## config.mk

```make
export PLATFORM = sky130hd
export DESIGN_NAME = write_ram_mem
export DESIGN_NICKNAME = d
export VERILOG_FILES = /design/src/rtl/write_ram_mem.sv
export SDC_FILE = /design/constraint.sdc
export NUM_CORES = 1
export LEC_CHECK = 0
export CAP_MARGIN = 20
export CORE_ASPECT_RATIO = 1.5
export CORE_MARGIN = 2
export CORE_UTILIZATION = 45
export CTS_CLUSTER_DIAMETER = 100
export DETAILED_ROUTE_END_ITERATION = 8
export PLACE_DENSITY = 0.75
export REMOVE_ABC_BUFFERS = 1
export SETUP_SLACK_MARGIN = 0.15
export SYNTH_ARGS = -nofsm -noshare
export SYNTH_HDL_FRONTEND = slang
export SYNTH_SLANG_ARGS = --single-unit
export TNS_END_PERCENT = 1
```

## constraint.sdc

```tcl
create_clock -name clk -period 8.7 [get_ports clk]
set_clock_uncertainty 0.05 [all_clocks]
set_input_delay 1.74 -clock clk [delete_from_list [all_inputs] [get_ports clk]]
set_output_delay 1.74 -clock clk [all_outputs]
set_load 0.005 [all_outputs]
```

## src/rtl/write_ram_mem.sv

```systemverilog
// write_ram_mem
//   Sequential RAM writer. A start request takes a snapshot of a local DEP x WID word array
//   and then writes num_words of those words (clamped to DEP) to an external single-port RAM
//   at addresses 0..count-1. Each word takes three cycles: SETUP, WRITE, INC.
//
// Ports
//   clk           system clock, rising edge
//   reset         asynchronous active-high reset
//   start         level request, accepted only in IDLE
//   num_words     number of words to write, sampled when start is accepted
//   wr_data_in    local word array, copied into the snapshot when start is accepted
//   address       RAM address
//   ram_data_out  RAM write data
//   wren          RAM write enable, one-cycle pulse per word
//   busy          high from start accept until DONE is entered
//   done          high after the last word; stays high in IDLE until the next accept
module write_ram_mem #(
    parameter int unsigned DEP = 32,
    parameter int unsigned WID = 8
) (
    input  logic           clk,
    input  logic           reset,
    input  logic           start,
    input  logic [8:0]     num_words,
    input  logic [WID-1:0] wr_data_in [DEP],
    output logic [8:0]     address,
    output logic [WID-1:0] ram_data_out,
    output logic           wren,
    output logic           busy,
    output logic           done
);

    localparam int unsigned IW    = (DEP > 1) ? $clog2(DEP) : 1;
    localparam logic [8:0]  DEP_W = 9'(DEP);

    typedef enum logic [2:0] {
        StIdle,
        StSetup,
        StWrite,
        StInc,
        StDone
    } state_t;

    state_t         state;
    logic [WID-1:0] snap [DEP];
    logic [8:0]     index;
    logic [8:0]     count;
    logic [8:0]     count_in;
    logic [8:0]     index_nxt;
    logic           accept;

    always_comb begin
        count_in  = (num_words > DEP_W) ? DEP_W : num_words;
        index_nxt = index + 9'd1;
        accept    = (state == StIdle) && start;
    end

    // Snapshot storage needs no reset: it is only read after being loaded by an accept.
    always_ff @(posedge clk) begin
        if (accept) begin
            snap <= wr_data_in;
        end
    end

    // Address and data are registered one state ahead of wren so they are already stable
    // for the whole cycle in which wren is high.
    always_ff @(posedge clk or posedge reset) begin
        if (reset) begin
            state        <= StIdle;
            address      <= '0;
            ram_data_out <= '0;
            wren         <= 1'b0;
            busy         <= 1'b0;
            done         <= 1'b0;
            index        <= '0;
            count        <= '0;
        end else begin
            unique case (state)
                StIdle: begin
                    wren <= 1'b0;
                    if (start) begin
                        count        <= count_in;
                        index        <= '0;
                        done         <= 1'b0;
                        busy         <= 1'b1;
                        address      <= '0;
                        // Snapshot loads on this same edge, so take word 0 from the input.
                        ram_data_out <= wr_data_in[0];
                        state        <= (count_in == 9'd0) ? StDone : StSetup;
                    end
                end
                StSetup: begin
                    wren  <= 1'b1;
                    state <= StWrite;
                end
                StWrite: begin
                    wren  <= 1'b0;
                    state <= StInc;
                end
                StInc: begin
                    wren <= 1'b0;
                    if (index == count - 9'd1) begin
                        done  <= 1'b1;
                        busy  <= 1'b0;
                        state <= StDone;
                    end else begin
                        index        <= index_nxt;
                        address      <= index_nxt;
                        ram_data_out <= snap[index_nxt[IW-1:0]];
                        state        <= StSetup;
                    end
                end
                StDone: begin
                    done <= 1'b1;
                    busy <= 1'b0;
                    wren <= 1'b0;
                    // Holding start high parks here so a single request cannot retrigger.
                    if (!start) begin
                        state <= StIdle;
                    end
                end
                default: begin
                    state <= StIdle;
                    wren  <= 1'b0;
                end
            endcase
        end
    end

endmodule

```

==> results by group <==
Critical path
  – Worst R2R End: ram_data_out[7]
  – Worst endpoint data arrival time: 2800 ps
  – R2R cell count: 7
  – Reg2reg setup slack: 5040 ps
  – Startpoint types: flop
  – Kind of critical path: flop to primary output
  – Worst r2r src: index[0]
  – CP Max Fanout: 40
  – Worst Path Required: 6910 ps
  – Crit. End Element: primary output

Yosys
  – YS warnings: 0
  – Synth Area in Simple Gates: roughly 3.8%
  – Synth Area in XOR/XNOR: 0.907%
  – Compound-Gate Fraction of Synth Area: between 4 and 5%
  – Mean Syn Cell Area: 19.2 µm²
  – Ys async rst share: 11.1%
  – Mapped Area: 11,600 µm²
  – Post-synth cell types: 50
  – Mux cell area share after synthesis: 15.7%
  – Number of synthesized register bits: 288
  – Cells after Synth: 603
  – Post-synth EDFFs: 256
  – Combinational family with the most area after synthesis: multiplexers
  – Adder-Cell Fraction of Synth Area: less than 1%
  – Sequential-to-total area share from yosys stat: around three quarters
  – Prevailing post-synth register cell: edfxtp_1

Die
  – Ports: 288
  – CORE AREA: 25,200 µm²
  – DIE AREA: 27,100 µm²
  – Die width: 135 µm
  – # rows: 71
  – Height of the die: 201 µm
  – Starting density of the core: 45.9%

Layout
  – Share of cells above drive strength 1: 13.2%
  – Number of fill cells: about 1.9k
  – Final net count: 1,164
  – Final core utilization: 62.3%
  – Area Overhead vs Synth: 35.7%
  – Most common cell after layout, fill and taps aside: clkdlybuf4s50_1
  – Most frequent cells in the layout: clkdlybuf4s50_1 (287), edfxtp_1 (256), mux4_2 (64)

GRT
  – GRT Util Overall: approximately 20%
  – Initial antenna violation count: 5
  – First-pass GRT wire length: 41,100 µm
  – Largest net degree at the start of global routing: 120
  – Global route overflow: 0
  – Vias in the first global route: roughly 7.3k

Clock tree
  – CTS sink cnt: roughly 290
  – CTS resizes: 0
  – TritonCTS clock tree: built
  – Root Driver: clkbuf_16
  – Clk_lat worst skew: 530 ps
  – Longest Clk Path Bufs: 3
  – Clock transition at path regs: about 70 ps
  – Setup repair bufs after CTS: 0
  – H-tree depth: 1
  – Hold-fix buffers at CTS: 0
  – Total CTS buffers: 27

Worst hold path
  – Min-Delay Path Class: flop to flop
  – Worst Hold End: ram_data_out[6]
  – Cells on Worst Hold Path: 1
  – Min-delay src: ram_data_out[6]

STA
  – Rel. slew slack: roughly 22%
  – Final period util: between 50% and 60%
  – Worst slew pin tran: 1170 ps
  – Setup TNS Final: 0 ps
  – RSZ-0062 raised after global routing: false
  – Fmax: 218 MHz
  – Hold_ws: 462 ps
  – Crit path time final: 4590 ps
  – Slew Viols, Final: 0
  – Final setup viols: 0
  – Final hold viol count: 0

Power
  – Leakage: roughly 5.4 nW
  – VDD IR-drop max: roughly 0.25 mV
  – Power Density: 296 nW/µm²

Drt
  – DR iter-0 viols: approximately 450
  – Post-DR vias/cell: 5.36
  – Post-Route WL: 27,500 µm
  – DRT Pass-1 Iters: 4
  – WL/cell: about 22 µm
  – # DRC: 0
  – Post-route ant nets: 0
  – Via count: 6,689

Run status
  – Status: finished, final reports clean

Place
  – Final GP Congestion: roughly 0.84
  – Post-DP HPWL: approximately 19,000 µm
  – I/O Buffers: roughly 290

Job
  – Max Cap Violations: 0
## layer usage
metal	vias up	track usage [%]	part of all wire [%]
met5	-	0	0
met1	3362	22.8	35
met3	52	3.03	5.1
li1	3042	-	-
met4	0	8.71	4.0
met2	233	38.0	56
## state kept, by name (all words and copies together) (netlist names)
name and count:
state 3, wren 1, ram_data_out 8, snap 256
count 9, index 9, busy 1, done 1
## synth_stat cells, types with 2 or more instances
library cell	n	area [µm²]
xor2_1	4	35.0
mux2i_1	26	260
a211oi_1	9	67.6
mux2_1	2	22.5
o31ai_1	2	15.0
edfxtp_1	256	7690
nor2_1	21	78.8
and3_1	3	18.8
dfrtp_1	32	801
xnor2_1	8	70.1
buf_2	6	30.0
a221o_1	8	80.1
o21ai_1	8	40.0
clkbuf_1	18	67.6
buf_6	2	22.5
inv_1	10	37.5
o311ai_1	2	17.5
mux4_2	64	1440
nand4b_1	2	17.5
or3_1	4	25.0
a31o_1	2	17.5
buf_1	4	15.0
ha_1	2	25.0
o22ai_1	8	50.1
a22o_1	3	26.3
or4_1	2	15.0
o221a_1	2	22.5
and2_1	3	18.8
nor3_1	4	20.0
o21ai_0	7	35.0
a21oi_1	16	80.1
nor2b_1	14	87.6
nand2_1	18	67.6
nand3_1	8	40.0
o211ai_1	3	22.5
mux2_4	6	90.1
## worst max-delay path, cell delays in order, from the launching register on
cell and delay [ps]:
dfrtp_4 940, buf_4 680, clkdlybuf4s50_1 630
## power breakdown
part | internal, mW | switching (mW) | total, mW
combinational | 0.812 | 0.711 | 1.52
sequential | 1.77 | 0.143 | 1.91
clock | 0.719 | 0.494 | 1.21
## logic make-up after synthesis
family / count (synthesis)
DFF: 288
muxes: 98
and+or+nand+nor: 85
AOI/OAI and AO/OA: 76
buffers and inverters: 42
xor gates and xnor gates: 12
adders and majority gates: 2
## how the worst max path moves through the flow
| stage | startpoint | endpoint | depth (start not counted) |
|---|---|---|---|
| 2_1_floorplan | start | snap[0] | 3 |
| 3_3_place_gp | start | snap[123] | 5 |
| 3_5_place_dp | start | snap[67] | 5 |
| 4_1_cts | index[0] | address[0] | 2 |
| 5_1_grt | index[0] | address[0] | 2 |
| 6_report | index[0] | address[0] | 2 |
## final cells by class
cell class / count / area, µm² / area share (%)
diodes: 5 / 12.5 / 0.0796
clock buffers: 34 / 702 / 4.46
clock inverters: 15 / 204 / 1.30
inverters: 11 / 48.8 / 0.310
multi-input cells: 273 / 2940 / 18.7
flip-flops and latches: 288 / 8490 / 54.0
well taps: 328 / 410 / 2.61
repair buffers: 293 / 2920 / 18.6
## per-stage QoR
| stage | cell area [µm²] | power [mW] | setup WS [ps] | cells |
|---|---|---|---|---|
| 2_1_floorplan | 11400 | 3.03 | 680 | 572 |
| 3_3_place_gp | 14800 | 3.46 | 3800 | 1193 |
| 3_5_place_dp | 14800 | 3.49 | 3720 | 1193 |
| 4_1_cts | 15700 | 4.71 | 3980 | 1242 |
| 5_1_grt | 15700 | 4.88 | 3850 | 1247 |
| 6_report | 15700 | 4.65 | 4110 | 1247 |
No activity file was read; power rests on OpenSTA's default activity.
